File: src/rtl/dbg_io_pkg.sv
// -----------------------------------------------------------------------------
// dbg_io_pkg
// Shared types and constants for the DE2 debug I/O controller:
//   mode_t     - tick generator mode (single-step or free-run)
//   SEG_BLANK  - active-low seven-segment pattern with every segment off
//   SEG_GLYPH  - active-low glyphs for 0-F (bit0 = a ... bit6 = g)
//   seg_encode - nibble to glyph lookup
// -----------------------------------------------------------------------------
package dbg_io_pkg;

  typedef enum logic {
    MODE_STEP = 1'b0,
    MODE_RUN  = 1'b1
  } mode_t;

  localparam logic [6:0] SEG_BLANK = 7'h7F;

  // Standard hex glyphs; b and d are lowercase so they differ from 8 and 0.
  localparam logic [6:0] SEG_GLYPH [16] = '{
    7'h40, 7'h79, 7'h24, 7'h30,   // 0 1 2 3
    7'h19, 7'h12, 7'h02, 7'h78,   // 4 5 6 7
    7'h00, 7'h10, 7'h08, 7'h03,   // 8 9 A b
    7'h46, 7'h21, 7'h06, 7'h0E    // C d E F
  };

  function automatic logic [6:0] seg_encode(input logic [3:0] nib);
    return SEG_GLYPH[nib];
  endfunction

endpackage

File: src/rtl/dbg_io_ctrl_key_debounce.sv
// -----------------------------------------------------------------------------
// key_debounce
// Conditions one asynchronous active-low pushbutton.
//   clk_50  - board clock
//   reset   - synchronous, active-low
//   key_n   - raw pushbutton level (0 = pressed)
//   press   - one-cycle pulse when the accepted level goes 1 -> 0
// The raw level goes through a 2-flop synchroniser. A new level is accepted
// only after DEBOUNCE_CYCLES consecutive synchronised samples disagree with
// the currently accepted level. Releases are accepted silently.
// -----------------------------------------------------------------------------
module key_debounce #(
  parameter int DEBOUNCE_CYCLES = 1_000_000
) (
  input  logic clk_50,
  input  logic reset,
  input  logic key_n,
  output logic press
);

  localparam int DB_W = $clog2(DEBOUNCE_CYCLES);
  localparam logic [DB_W-1:0] CNT_LAST = DB_W'(DEBOUNCE_CYCLES - 1);

  logic            meta_q;
  logic            sync_q;
  logic            level_q, level_d;
  logic [DB_W-1:0] cnt_q, cnt_d;
  logic            press_q, press_d;

  always_comb begin
    level_d = level_q;
    cnt_d   = '0;
    press_d = 1'b0;
    // Any sample that agrees with the accepted level restarts the count,
    // so only an unbroken run of disagreeing samples can flip the level.
    if (sync_q != level_q) begin
      if (cnt_q == CNT_LAST) begin
        level_d = sync_q;
        press_d = ~sync_q;
      end else begin
        cnt_d = cnt_q + DB_W'(1);
      end
    end
  end

  always_ff @(posedge clk_50) begin
    if (!reset) begin
      meta_q  <= 1'b1;
      sync_q  <= 1'b1;
      level_q <= 1'b1;
      cnt_q   <= '0;
      press_q <= 1'b0;
    end else begin
      meta_q  <= key_n;
      sync_q  <= meta_q;
      level_q <= level_d;
      cnt_q   <= cnt_d;
      press_q <= press_d;
    end
  end

  assign press = press_q;

endmodule

File: src/rtl/dbg_io_ctrl.sv
// -----------------------------------------------------------------------------
// dbg_io_ctrl
// Board-level debug controller for the multicycle CPU on the DE2.
//   clk_50     - 50 MHz board clock; the only clock domain
//   reset      - synchronous, active-low
//   run_mode   - slide switch, async; 1 = free-run, 0 = single-step
//   step_key   - pushbutton, async, active-low; one tick per press in STEP
//   page_key   - pushbutton, async, active-low; advances the display page
//   probe      - NUM_CH 32-bit channels, channel k at [32k+31:32k]
//   cpu_tick   - one-cycle CPU clock-enable pulse
//   tick_count - cpu_tick pulses since reset, wrapping
//   page_idx   - channel currently shown on the display
//   hex        - eight active-low digits, digit d at [7d+6:7d]
// The CPU is advanced by an enable pulse, never by a derived clock.
// -----------------------------------------------------------------------------
module dbg_io_ctrl
  import dbg_io_pkg::*;
#(
  parameter int DIV_MAX         = 50_000_000,
  parameter int DEBOUNCE_CYCLES = 1_000_000,
  parameter int NUM_CH          = 4,
  parameter int CNT_W           = 16
) (
  input  logic                      clk_50,
  input  logic                      reset,
  input  logic                      run_mode,
  input  logic                      step_key,
  input  logic                      page_key,
  input  logic [NUM_CH*32-1:0]      probe,
  output logic                      cpu_tick,
  output logic [CNT_W-1:0]          tick_count,
  output logic [$clog2(NUM_CH)-1:0] page_idx,
  output logic [55:0]               hex
);

  localparam int DIV_W  = $clog2(DIV_MAX);
  localparam int PAGE_W = $clog2(NUM_CH);
  localparam logic [DIV_W-1:0]  DIV_LAST  = DIV_W'(DIV_MAX - 1);
  localparam logic [PAGE_W-1:0] PAGE_LAST = PAGE_W'(NUM_CH - 1);

  // ---------------------------------------------------------------------------
  // Input conditioning
  // ---------------------------------------------------------------------------
  logic run_meta_q;
  logic run_sync_q;
  logic step_press;
  logic page_press;

  always_ff @(posedge clk_50) begin
    if (!reset) begin
      run_meta_q <= 1'b0;
      run_sync_q <= 1'b0;
    end else begin
      run_meta_q <= run_mode;
      run_sync_q <= run_meta_q;
    end
  end

  key_debounce #(.DEBOUNCE_CYCLES(DEBOUNCE_CYCLES)) u_step_key (
    .clk_50 (clk_50),
    .reset  (reset),
    .key_n  (step_key),
    .press  (step_press)
  );

  key_debounce #(.DEBOUNCE_CYCLES(DEBOUNCE_CYCLES)) u_page_key (
    .clk_50 (clk_50),
    .reset  (reset),
    .key_n  (page_key),
    .press  (page_press)
  );

  // ---------------------------------------------------------------------------
  // Tick generator FSM
  // ---------------------------------------------------------------------------
  mode_t              mode_q, mode_d;
  logic [DIV_W-1:0]   div_q, div_d;
  logic               step_tick_q, step_tick_d;
  logic               mode_change;
  logic               run_tick;

  always_comb begin
    mode_change = (mode_t'(run_sync_q) != mode_q);
    mode_d      = mode_t'(run_sync_q);
    div_d       = '0;
    step_tick_d = 1'b0;
    run_tick    = 1'b0;
    // A cycle in which the synchronised switch disagrees with the current
    // mode is the transition cycle: divider clears, nothing ticks, and a
    // step press landing here is dropped.
    if (!mode_change) begin
      case (mode_q)
        MODE_RUN: begin
          if (div_q == DIV_LAST) begin
            run_tick = 1'b1;
          end else begin
            div_d = div_q + DIV_W'(1);
          end
        end
        MODE_STEP: begin
          step_tick_d = step_press;
        end
        default: ;
      endcase
    end
    // A queued step tick is also withheld if the mode starts changing in
    // the cycle it would have been issued.
    cpu_tick = run_tick | (step_tick_q & ~mode_change);
  end

  always_ff @(posedge clk_50) begin
    if (!reset) begin
      mode_q      <= MODE_STEP;
      div_q       <= '0;
      step_tick_q <= 1'b0;
    end else begin
      mode_q      <= mode_d;
      div_q       <= div_d;
      step_tick_q <= step_tick_d;
    end
  end

  // ---------------------------------------------------------------------------
  // Tick counter and page select
  // ---------------------------------------------------------------------------
  logic [CNT_W-1:0]  count_q, count_d;
  logic [PAGE_W-1:0] page_q, page_d;

  always_comb begin
    count_d = cpu_tick ? count_q + CNT_W'(1) : count_q;
    page_d  = page_q;
    if (page_press) begin
      page_d = (page_q == PAGE_LAST) ? '0 : page_q + PAGE_W'(1);
    end
  end

  always_ff @(posedge clk_50) begin
    if (!reset) begin
      count_q <= '0;
      page_q  <= '0;
    end else begin
      count_q <= count_d;
      page_q  <= page_d;
    end
  end

  // ---------------------------------------------------------------------------
  // Display: registered glyphs of the selected channel
  // ---------------------------------------------------------------------------
  logic [31:0] chan;
  logic [55:0] hex_q, hex_d;

  always_comb begin
    chan = '0;
    for (int k = 0; k < NUM_CH; k++) begin
      if (page_q == PAGE_W'(k)) chan = probe[32*k +: 32];
    end
    hex_d = {8{SEG_BLANK}};
    for (int d = 0; d < 8; d++) begin
      hex_d[7*d +: 7] = seg_encode(chan[4*d +: 4]);
    end
  end

  always_ff @(posedge clk_50) begin
    if (!reset) begin
      hex_q <= {8{SEG_BLANK}};
    end else begin
      hex_q <= hex_d;
    end
  end

  assign tick_count = count_q;
  assign page_idx   = page_q;
  assign hex        = hex_q;

endmodule
File: config.mk
export PLATFORM = sky130hd
export DESIGN_NAME = dbg_io_ctrl
export DESIGN_NICKNAME = d
export VERILOG_FILES = /design/src/rtl/dbg_io_pkg.sv /design/src/rtl/dbg_io_ctrl_key_debounce.sv /design/src/rtl/dbg_io_ctrl.sv
export SDC_FILE = /design/constraint.sdc
export NUM_CORES = 1
export LEC_CHECK = 0
export ABC_CLOCK_PERIOD_IN_PS = 3900
export BUFFER_PORTS_ARGS = -buffer_cell sky130_fd_sc_hd__buf_2
export CORE_MARGIN = 4
export CORE_UTILIZATION = 50
export DETAILED_ROUTE_END_ITERATION = 7
export GPL_ROUTABILITY_DRIVEN = 0
export HOLD_SLACK_MARGIN = 0.15
export PLACE_DENSITY = 0.76
export SLEW_MARGIN = 20
export SYNTH_ARGS = -nofsm -noshare
export SYNTH_HDL_FRONTEND = slang
export SYNTH_HIERARCHICAL = 1
export SYNTH_SLANG_ARGS = --single-unit
File: constraint.sdc
create_clock -name clk_50 -period 3.9 [get_ports clk_50]
set_clock_uncertainty 0.15 [all_clocks]
set_input_delay 0.39 -clock clk_50 [delete_from_list [all_inputs] [get_ports clk_50]]
set_output_delay 0.39 -clock clk_50 [all_outputs]
set_load 0.01 [all_outputs]
Word level (Yosys, flattened, before mapping)
Memory sizes are Yosys's and may differ from the RTL's. A register that Yosys moved wholly into a read port is not among the register bits.
Index checks and enable logic that the tools add are counted.
Storage, ports and cells
  register bits: 96
  memories: 8
  word-level logic and storage cells: 81
  memory bits (read-only): 896
  input bits: 133
Operators by class
  add/sub/neg operators: 5
  equality and inequality tests: 9
  muxes and demuxes: 8
  bitwise logic cells: 17
  reduce and logical (&&, ||, !) cells: 17
Memories
  (no name shown): depth 16, bits a word 7, rd ports 1, clocked after memory_dff 1, wr ports 0, RTL line dbg_io_pkg.sv:27  | return SEG_GLYPH[nib];
  (no name shown): depth 16, bits a word 7, rd ports 1, clocked after memory_dff 1, wr ports 0, RTL line dbg_io_pkg.sv:27
  (no name shown): depth 16, bits a word 7, rd ports 1, clocked after memory_dff 1, wr ports 0, RTL line dbg_io_pkg.sv:27
  (no name shown): depth 16, bits a word 7, rd ports 1, clocked after memory_dff 1, wr ports 0, RTL line dbg_io_pkg.sv:27
  (no name shown): depth 16, bits a word 7, rd ports 1, clocked after memory_dff 1, wr ports 0, RTL line dbg_io_pkg.sv:27
  (no name shown): depth 16, bits a word 7, rd ports 1, clocked after memory_dff 1, wr ports 0, RTL line dbg_io_pkg.sv:27
  +2 memories
Operator list (number)
  32-bit two-way mux: 4
  20-bit by 1-bit adder with 20-bit output, second input constant: 2
  20-bit == test, second input constant: 2
  4-bit inverter with 5-bit output: 8
  26-bit by 1-bit adder with 26-bit output, second input constant: 1
  26-bit == test, second input constant: 1
  16-bit by 1-bit adder with 16-bit output, second input constant: 1
  3-bit OR reduction: 3
  1-bit zero test: 8
  1-bit inverter: 7
  3-bit AND reduction: 2
  2-bit == test, second input constant: 2
  2-bit AND reduction: 2
  4-bit OR reduction: 1
  1-bit two-way mux: 3
  1-bit != test: 3
  2-bit by 1-bit adder with 2-bit output, second input constant: 1
  2-bit by 1-bit == test with 1-bit output, second input constant: 1
  2-bit zero test: 1
  2-bit two-way mux: 1
  1-bit bitwise AND: 1
  1-bit bitwise OR: 1

Depth between registers and ports, before layout
Gate-level depths: netlist of run 1.
  depth after elaboration: 6
  mapped depth: 15

By module
The synthesis of run 1 kept the hierarchy.
By module, submodules not included
  dbg_io_ctrl: instances 1, area each 6496.2 um^2, sequential area each 2082.0 um^2, cells each 794
  key_debounce: instances 2, area each 1049.8 um^2, sequential area each 480.5 um^2, cells each 115

Worst setup path before layout of run 1
No wires, ideal clock.
  path kind: register to register
  start point: reg page_q[0] (netlist: page_idx[0])
  end point: reg hex_q[17] (netlist: hex[17])
  cell stages (with the launch flop): 13
  setup slack: 793 ps
  path buffers: 4
  arrival: 2814 ps
  period minus slack after synthesis: 3107 ps
  cell sequence: dfxtp_1 ha_1 clkbuf_1 clkbuf_1 clkbuf_1 buf_2 nand2_1 o211ai_1 o221ai_1 ha_1 nor3_1 a2111oi_0 a41oi_1
On the way
  word-level cells in the longest chain between the ends: 6
  elaborated cells on any way between the ends: 9
  those cells by class: 3 x eq/ne; 4 x mux; 1 x bitwise; 1 x reduce/logical
Ends and longest elaborated chain
  from (decl): RTL line dbg_io_ctrl.sv:127  | logic [PAGE_W-1:0] page_q, page_d;
  from (signal assigned): RTL line dbg_io_ctrl.sv:143  | page_q <= page_d;
  2-bit zero test: RTL line dbg_io_ctrl.sv:156  | if (page_q == PAGE_W'(k)) chan = probe[32*k +: 32];
  32-bit two-way mux (3 in series): RTL line dbg_io_ctrl.sv:156
  32-bit two-way mux (*): RTL line dbg_io_ctrl.sv:156
  4-bit inverter with 5-bit output (not written as such) (*): RTL line dbg_io_pkg.sv:27
  to (decl): RTL line dbg_io_ctrl.sv:151  | logic [55:0] hex_q, hex_d;
Mark *: on every way between the ends. The rest lies on a longest branch, timed or not.
A chain may end at the register's enable or synchronous reset.

Worst setup path in the final report of run 1
  start point: reg page_q[0] (netlist: page_idx[0])
  end point: reg hex_q[38] (netlist: hex[38])
The elaborated chain is that of the path after synthesis.

==> results.tsv, run 1 <==
stage	metric	value	unit
synthesis	library cell with the largest summed area after synthesis	sky130_fd_sc_hd__dfxtp_1	
floorplanning	num rows	47	
floorplanning	Top Ports	208	
grt	met1 global-route usage	0.320	
detailed_routing	via count normalized by instance count	5.85	
final_layout	area overhead of the layout relative to synthesis	21.6	%
grt	pin count of the biggest net entering global routing	51	
final_layout	number of nets in the layout	1407	
grt	met2 track demand over resource in global routing	0.399	
grt	via count of the first global-routing pass	7830	
critical_path	crit path DAT	3.46	ns
synthesis	sequential-to-total area share from yosys stat	0.354	
clock_network	worst-case clock buffer depth	2	
grt	first-pass GRT wire length	39.7	mm
detailed_routing	DRT iter0 DRCs	455	
power	net switching power	923	uW
power	static power due to leakage	4.26	nW
clock_network	post-CTS setup buffers	0	
critical_path	Required @ worst endpoint	4.02	ns
critical_path	classification of the worst setup path	flip-flop to flip-flop	
synthesis	combined area of all synthesized cells	8600	um2
clock_network	clock root cell	sky130_fd_sc_hd__clkbuf_16	
critical_path	CP Launch Point	page_idx[0]	
power	maximum resistive drop on vdd	0.319	mV
synthesis	leading register cell type out of synthesis	sky130_fd_sc_hd__dfxtp_1	
timing	final slew viol count	0	
critical_path	kind of end point of the critical path	flip-flop	
power	internal power	2.83	mW
detailed_routing	number of DRC violations after detailed routing	0	
power	fraction of power consumed by the clock network	0.452	
timing	Period minus WS final	3.34	ns
floorplanning	Placeable Area	16700	um2
synthesis	share of Yosys cell area claimed by the top area cell type	0.354	
worst_hold_path	worst hold path type	flip-flop to flip-flop	
clock_network	number of sinks driven by the clock tree	152	
final_layout	combined area of the multi-input logic cells	5210	um2
synthesis	number of library cell types mapped by synthesis	60	
synthesis	count of state elements after synthesis	152	
timing	unrepaired setup endpoints after global routing	false	
detailed_routing	number of routed nets with antenna violations	0	
worst_hold_path	min-delay src	u_step_key/meta_q	
synthesis	Mapped Cells	1024	
final_layout	FF/Latch Area	3040	um2
detailed_routing	average wire length per cell after detail routing	17.2	um
clock_network	clock-pin slew on the worst setup and hold paths	0.07	ns
synthesis	nets in the synthesized netlist	1213	
power	power share of the combinational group	0.113	
detailed_routing	total vias in the final route	8508	
timing	max frequency	299	MHz
status	run status	finished, final reports clean	
synthesis	biggest area contributors in the synthesized netlist	sky130_fd_sc_hd__dfxtp_1, sky130_fd_sc_hd__ha_1, sky130_fd_sc_hd__nand2_1	
final_layout	fill count	1485	
power	proportion of total power due to net switching	0.246	
final_layout	share of layout cells above drive strength 1	0.220	
synthesis	syn_area_per_cell	8.39	um2
timing	final-layout worst hold slack	0.269	ns
grt	busiest layer in global routing	met2	
placement	hpwl dp	18.7	mm
critical_path	Crit Path Max Fanout	44	
clock_network	TritonCTS clock tree	yes	
grt	total routing resource utilization after global routing	0.248	
timing	Final setup violation count	0	
grt	routing usage on met3	0.0652	
floorplanning	vertical extent of the die	139	um
timing	share of the clock period used by the worst path after layout	0.857	
detailed_routing	drt first pass iters	5	
timing	number of failing hold endpoints at the final stage	0	
floorplanning	Die W	139	um
clock_network	deepest level of the CTS H-tree	4	
critical_path	Worst setup SP type	flip-flop	
synthesis	Post-synth EDFFs	0	
detailed_routing	routed wire length	25.0	mm
synthesis	Yosys warning total	6	
timing	Setup Total Neg Slack	0	ns
timing	slew at the pin with the worst max-slew slack	0.795	ns
critical_path	r2r startpoint	page_idx[0]	
grt	GR Overflow Total	0	
grt	antenna violations before repair	5	
clock_network	number of buffers created by CTS	17	
final_layout	utilization after layout	0.626	
placement	IO buf count	207	
clock_network	clock network latency to the later pin of the worst-skew pair	0.42	ns
floorplanning	full die area	19400	um2
floorplanning	starting density of the core	0.515	
synthesis	share of flip-flops with an asynchronous set or reset after synthesis	0	
critical_path	setup slack of the worst register-to-register path	0.56	ns
timing	relative slew slack	0.469	
job	number of max-capacitance violations reported	0	
power	Pwr Density	359	nW/um2
power	Flop pwr share	0.435	
-- flip-flops by register name (all words and copies together) (netlist names) --
| signal | flops |
|---|---|
| u_step_key/press | 1 |
| hex | 56 |
| u_page_key/meta_q | 1 |
| u_page_key/cnt_q | 20 |
| u_page_key/level_q | 1 |
| step_tick_q | 1 |
| u_step_key/cnt_q | 20 |
| u_page_key/sync_q | 1 |
| u_page_key/press | 1 |
| run_meta_q | 1 |
| mode_q | 1 |
| tick_count | 16 |
| u_step_key/level_q | 1 |
| mode_d | 1 |
| u_step_key/meta_q | 1 |
| div_q | 26 |
| page_idx | 2 |
| u_step_key/sync_q | 1 |
-- kinds of logic (layout without fill, tap and decap cells) --
group | after synthesis | count (layout) | synth area share
AND/OR/NAND/NOR | 421 | 421 | 0.252
AO/OA/AOI/OAI | 241 | 241 | 0.199
multiplexers | 18 | 18 | 0.0210
XOR/XNOR | 49 | 49 | 0.0499
flip-flops | 152 | 152 | 0.354
other | 0 | 5 | 0
buffers and inverters | 87 | 292 | 0.0421
adder cells (fa/ha/maj) | 56 | 56 | 0.0815
-- stage by stage --
stage | cell area, um2 | setup slack, ns | std cells | power, mW
final | 10500 | 0.559 | 1454 | 3.75
after global routing | 10500 | 0.262 | 1453 | 3.89
after CTS | 10400 | 0.606 | 1449 | 3.77
after detailed placement | 9780 | 0.626 | 1414 | 2.08
after global placement | 9780 | 0.798 | 1414 | 2.08
after floorplan | 8600 | 0.793 | 1024 | 1.89
-- timing repair --
item / CTS / global route
resized for setup: 0 / 0
hold buffers: 5 / 0
endpoints found under the hold margin: 4 / 0
-- worst max-delay path: stages, from the launching register on --
cell	delay (ns)
sky130_fd_sc_hd__dfxtp_1	0.43
sky130_fd_sc_hd__ha_2	0.70
sky130_fd_sc_hd__nor2b_1	0.24
sky130_fd_sc_hd__a22o_1	0.24
sky130_fd_sc_hd__o221ai_1	0.50
sky130_fd_sc_hd__inv_1	0.18
sky130_fd_sc_hd__ha_1	0.28
sky130_fd_sc_hd__a2111oi_0	0.39
sky130_fd_sc_hd__a31oi_1	0.07
-- power groups by stage --
stage / Combinational, mW / Clock, mW / Sequential, mW
final: 0.425 / 1.70 / 1.63
after global routing: 0.466 / 1.79 / 1.63
after CTS: 0.422 / 1.72 / 1.63
after detailed placement: 0.416 / 0 / 1.66
after global placement: 0.414 / 0 / 1.66
after floorplan: 0.208 / 0 / 1.68
-- placed cells by master (no fill, tap or decap), types with 8 or more instances in the layout --
cell type and count:
sky130_fd_sc_hd__mux2i_1 18, sky130_fd_sc_hd__a31oi_1 11, sky130_fd_sc_hd__nand2_1 112, sky130_fd_sc_hd__buf_4 11
sky130_fd_sc_hd__o211ai_1 21, sky130_fd_sc_hd__o31ai_1 18, sky130_fd_sc_hd__o221ai_1 31, sky130_fd_sc_hd__ha_1 55
sky130_fd_sc_hd__and2_1 10, sky130_fd_sc_hd__nand3b_1 9, sky130_fd_sc_hd__dfxtp_1 152, sky130_fd_sc_hd__nor3_1 35
sky130_fd_sc_hd__inv_1 38, sky130_fd_sc_hd__nand4_1 19, sky130_fd_sc_hd__xnor2_1 19, sky130_fd_sc_hd__nand2b_1 16
sky130_fd_sc_hd__nand3_1 42, sky130_fd_sc_hd__a221o_1 10, sky130_fd_sc_hd__xor2_1 30, sky130_fd_sc_hd__and3_1 27
sky130_fd_sc_hd__a211oi_1 11, sky130_fd_sc_hd__a2111oi_0 8, sky130_fd_sc_hd__buf_2 207, sky130_fd_sc_hd__o21ai_0 40
sky130_fd_sc_hd__a21oi_1 42, sky130_fd_sc_hd__o21a_1 9, sky130_fd_sc_hd__or4_1 12, sky130_fd_sc_hd__or3_1 16
sky130_fd_sc_hd__clkbuf_16 17, sky130_fd_sc_hd__nor2_1 85
-- worst paths after layout --
check | endpoint | cells after the start
max | hex[38] | 8
min | u_step_key/sync_q | 1
max reg2reg | hex[38] | 8
min reg2reg | u_step_key/sync_q | 1
-- cells in the mapped netlist, types with 12 or more instances --
cell                       count
sky130_fd_sc_hd__dfxtp_1     152
sky130_fd_sc_hd__nand2_1     112
sky130_fd_sc_hd__nor2_1       86
sky130_fd_sc_hd__ha_1         56
sky130_fd_sc_hd__a21oi_1      42
sky130_fd_sc_hd__nand3_1      42
sky130_fd_sc_hd__o21ai_0      40
sky130_fd_sc_hd__inv_1        38
sky130_fd_sc_hd__clkbuf_1     37
sky130_fd_sc_hd__nor3_1       35
sky130_fd_sc_hd__o221ai_1     31
sky130_fd_sc_hd__xor2_1       30
sky130_fd_sc_hd__and3_1       27
sky130_fd_sc_hd__o211ai_1     21
sky130_fd_sc_hd__nand4_1      19
sky130_fd_sc_hd__xnor2_1      19
sky130_fd_sc_hd__mux2i_1      18
sky130_fd_sc_hd__o31ai_1      18
sky130_fd_sc_hd__nand2b_1     16
sky130_fd_sc_hd__or3_1        16
sky130_fd_sc_hd__or4_1        12
-- metal layers --
metal	routed length, um	vias to the layer above
met3	1810	55
met5	16	-
met2	11600	359
met4	752	2
met1	10800	3937
li1	-	4155
-- final cells by class --
| type | count | share of cell area |
|---|---|---|
| repair buffers | 223 | 0.112 |
| inverters | 39 | 0.0140 |
| diodes | 5 | 0.00120 |
| clock buffers | 20 | 0.0437 |
| well taps | 220 | 0.0263 |
| clock inverters | 10 | 0.0138 |
| multi-input cells | 785 | 0.498 |
| flip-flops and latches | 152 | 0.291 |
Power figures use the tool's default switching activity.
==> run 2: changes to the inputs <==
- CORE_MARGIN: 4 -> 3
- CTS_CLUSTER_SIZE: default -> 16
- PLACE_DENSITY: 0.76 -> 0.77
- SYNTH_HIERARCHICAL: 1 -> default
==> run 2 against run 1 <==
Effect of this change: utilization is 0.28 points higher; first-iteration DRC count is 4.4% lower; critical endpoint is now hex[36]; highest routed layer unchanged; non-clock buffer count is 4 lower; largest cell class unchanged.
==> results.tsv, run 2 <==
stage	metric	value	unit	change
clock_network	number of sinks driven by the clock tree	152		unchanged
status	run status	finished, final reports clean		
detailed_routing	via count normalized by instance count	5.73		-2.0%
critical_path	Worst setup SP type	flip-flop		
worst_hold_path	Hold Crit Depth	1		unchanged
grt	first-pass GRT wire length	37.1	mm	-6.7%
critical_path	Required @ worst endpoint	4.01	ns	about the same
synthesis	leading register cell type out of synthesis	sky130_fd_sc_hd__dfxtp_1		
power	PnR Total Power	3.71	mW	-1.2%
detailed_routing	average wire length per cell after detail routing	16.8	um	-2.5%
floorplanning	Die W	135	um	-2.8%
synthesis	biggest area contributors in the synthesized netlist	sky130_fd_sc_hd__dfxtp_1, sky130_fd_sc_hd__ha_1, sky130_fd_sc_hd__nor2_1		
final_layout	area overhead of the layout relative to synthesis	21.4	%	
synthesis	sequential-to-total area share from yosys stat	0.365		+0.0106
clock_network	post-CTS sizing	0		unchanged
final_layout	combined area of the multi-input logic cells	4970	um2	-4.6%
final_layout	number of nets in the layout	1339		-4.8%
floorplanning	num rows	46		-2.1%
power	static power due to leakage	4.15	nW	-2.7%
final_layout	number of flip-flops in the largest register	56		unchanged
detailed_routing	total vias in the final route	7910		-7.0%
synthesis	Post-synth EDFFs	0		unchanged
clock_network	clock network latency to the later pin of the worst-skew pair	0.43	ns	about the same
synthesis	library cell with the largest summed area after synthesis	sky130_fd_sc_hd__dfxtp_1		
timing	Period minus WS final	3.53	ns	+0.186 ns
timing	final slew viol count	0		unchanged
grt	GR Overflow Total	0		unchanged
power	Pwr Density	366	nW/um2	+1.9%
clock_network	worst-case clock buffer depth	2		unchanged
worst_hold_path	endpoint of the worst hold-timing path	u_page_key.sync_q		
clock_network	cts hold-fix bufs	3		-2
clock_network	deepest level of the CTS H-tree	4		unchanged
detailed_routing	DRT iter0 DRCs	435		-4.4%
detailed_routing	number of DRC violations after detailed routing	0		unchanged
critical_path	setup slack of the worst register-to-register path	0.37	ns	-0.19 ns
synthesis	most frequent cell after synthesis	sky130_fd_sc_hd__dfxtp_1		
synthesis	Yosys warning total	0		-6
timing	relative slew slack	0.343		-0.127
critical_path	kind of end point of the critical path	flip-flop		
clock_network	TritonCTS clock tree	yes		
floorplanning	Placeable Area	16100	um2	-3.5%
critical_path	worst reg-to-reg path cell count	7		-1
synthesis	count of state elements after synthesis	152		unchanged
critical_path	Crit Path Max Fanout	23		-48%
final_layout	share of layout cells above drive strength 1	0.232		+0.0127
final_layout	post-route non-filler standard cell count	1380		-5.1%
worst_hold_path	min-delay src	u_page_key.meta_q		
synthesis	nets in the synthesized netlist	1155		-4.8%
grt	pin count of the biggest net entering global routing	61		+20%
timing	Setup Total Neg Slack	0	ns	unchanged
timing	final-layout worst hold slack	0.248	ns	-0.0209 ns
detailed_routing	drt first pass iters	4		-1
timing	number of failing hold endpoints at the final stage	0		unchanged
final_layout	most common cell after layout, fill and taps aside	sky130_fd_sc_hd__buf_2		
clock_network	number of buffers created by CTS	17		unchanged
synthesis	Mapped Cells	966		-5.7%
final_layout	commonest cells after routing, fill and taps aside	sky130_fd_sc_hd__buf_2, sky130_fd_sc_hd__dfxtp_1, sky130_fd_sc_hd__nor2_1, sky130_fd_sc_hd__nand2_1, sky130_fd_sc_hd__ha_1		
timing	max frequency	284	MHz	-5.3%
timing	unrepaired setup endpoints after global routing	false		
critical_path	classification of the worst setup path	flip-flop to flip-flop		
job	number of max-capacitance violations reported	0		unchanged
clock_network	clock root cell	sky130_fd_sc_hd__clkbuf_16		
critical_path	crit path DAT	3.63	ns	+0.17 ns
floorplanning	Top Ports	208		unchanged
synthesis	combined area of all synthesized cells	8350	um2	-2.9%
clock_network	post-CTS setup buffers	0		unchanged
grt	via count of the first global-routing pass	7489		-4.4%
synthesis	syn_area_per_cell	8.64	um2	+2.9%
grt	total routing resource utilization after global routing	0.252		+0.00384
timing	slew at the pin with the worst max-slew slack	0.977	ns	+0.182 ns
synthesis	share of flip-flops with an asynchronous set or reset after synthesis	0		unchanged
power	maximum resistive drop on vdd	0.352	mV	+10%
timing	share of the clock period used by the worst path after layout	0.904		+0.0477
placement	hpwl dp	16.8	mm	-10%
worst_hold_path	worst hold path type	flip-flop to flip-flop		
grt	antenna violations before repair	3		-2
detailed_routing	routed wire length	23.1	mm	-7.4%
placement	Placed Instances	1344		-5.0%
detailed_routing	number of routed nets with antenna violations	0		unchanged
critical_path	endpoint of the worst-slack reg-to-reg timing path	hex[36]		
clock_network	clock-pin slew on the worst setup and hold paths	0.06	ns	about the same
synthesis	leading post-synthesis cells by instance count	sky130_fd_sc_hd__dfxtp_1, sky130_fd_sc_hd__nor2_1, sky130_fd_sc_hd__nand2_1		
placement	IO buf count	207		unchanged
critical_path	r2r startpoint	page_idx[0]		
synthesis	share of Yosys cell area claimed by the top area cell type	0.365		+0.0106
floorplanning	starting density of the core	0.518		+0.00317
synthesis	number of library cell types mapped by synthesis	53		-12%
floorplanning	vertical extent of the die	135	um	-2.8%
final_layout	fill count	1404		-5.5%
timing	Final setup violation count	0		unchanged
final_layout	FF/Latch Area	3040	um2	unchanged
floorplanning	full die area	18300	um2	-5.6%
==> run 2: cell types whose count changed after synthesis, moves of 12 or more <==
cell                       delta
sky130_fd_sc_hd__nor2_1      +32
sky130_fd_sc_hd__o211ai_1    -21
sky130_fd_sc_hd__o21ai_0     -13
sky130_fd_sc_hd__and3_1      -12
sky130_fd_sc_hd__a21oi_1     -28
sky130_fd_sc_hd__nand2_1     -47
sky130_fd_sc_hd__mux2i_1     +12
==> run 2: cell families (layout without fill, tap and decap cells) <==
group | Yosys count | after routing | synth area share
simple gates | 393 | 393 | 0.238
compound gates | 187 | 187 | 0.171
flops | 152 | 152 | 0.365
buf+inv | 85 | 281 | 0.0405
xor+xnor | 63 | 63 | 0.0661
fa+ha+maj | 56 | 56 | 0.0840
mux | 30 | 30 | 0.0360
other cells | 0 | 2 | 0
==> run 2: critical path, cell delays in order (launching register included) <==
cell and delay [ns]:
sky130_fd_sc_hd__dfxtp_1 0.41, sky130_fd_sc_hd__inv_1 0.09, sky130_fd_sc_hd__ha_1 0.35, sky130_fd_sc_hd__and2b_1 0.54, sky130_fd_sc_hd__a221oi_1 0.90, sky130_fd_sc_hd__or2_2 0.35
sky130_fd_sc_hd__nor2_1 0.06, sky130_fd_sc_hd__o311ai_0 0.51
==> run 2: power by group <==
group          internal, mW  switching [mW]  total, mW
Clock                  1.02           0.648       1.67
Combinational         0.183           0.231      0.415
Sequential             1.61          0.0192       1.62
==> run 2: metal layers <==
layer | global-route usage | vias to the layer above | part of all wire
met1 | 0.305 | 3695 | 0.43
met5 | 0 | - | 0.00030
met3 | 0.0739 | 36 | 0.071
met4 | 0.0918 | 2 | 0.024
li1 | - | 3884 | -
met2 | 0.427 | 293 | 0.48
==> run 2: worst max path at each step <==
stage	start	endpoint	cells past startpoint	slack (ns)
after floorplan	page_idx[0]	hex[3]	11	0.99
after global placement	page_idx[0]	hex[36]	7	0.51
after detailed placement	page_idx[0]	hex[36]	7	0.41
after CTS	page_idx[0]	hex[36]	7	0.36
after global routing	page_idx[0]	hex[36]	7	0.17
final	page_idx[0]	hex[36]	7	0.37
==> run 2: stage by stage <==
step	cell area, um2	util	setup WS (ns)
2_1_floorplan	8350	-	0.985
6_report	10100	0.629	0.373
4_1_cts	10100	0.628	0.365
3_3_place_gp	9500	0.589	0.514
5_1_grt	10100	0.629	0.173
3_5_place_dp	9500	0.589	0.414
==> run 2: final cells by class <==
class                   instances  share of cell area
multi-input cells             729               0.491
flip-flops and latches        152               0.300
repair buffers                219               0.112
clock buffers                  19              0.0437
well taps                     216              0.0267
clock inverters                12              0.0149
inverters                      31              0.0115
diodes                          2            0.000494
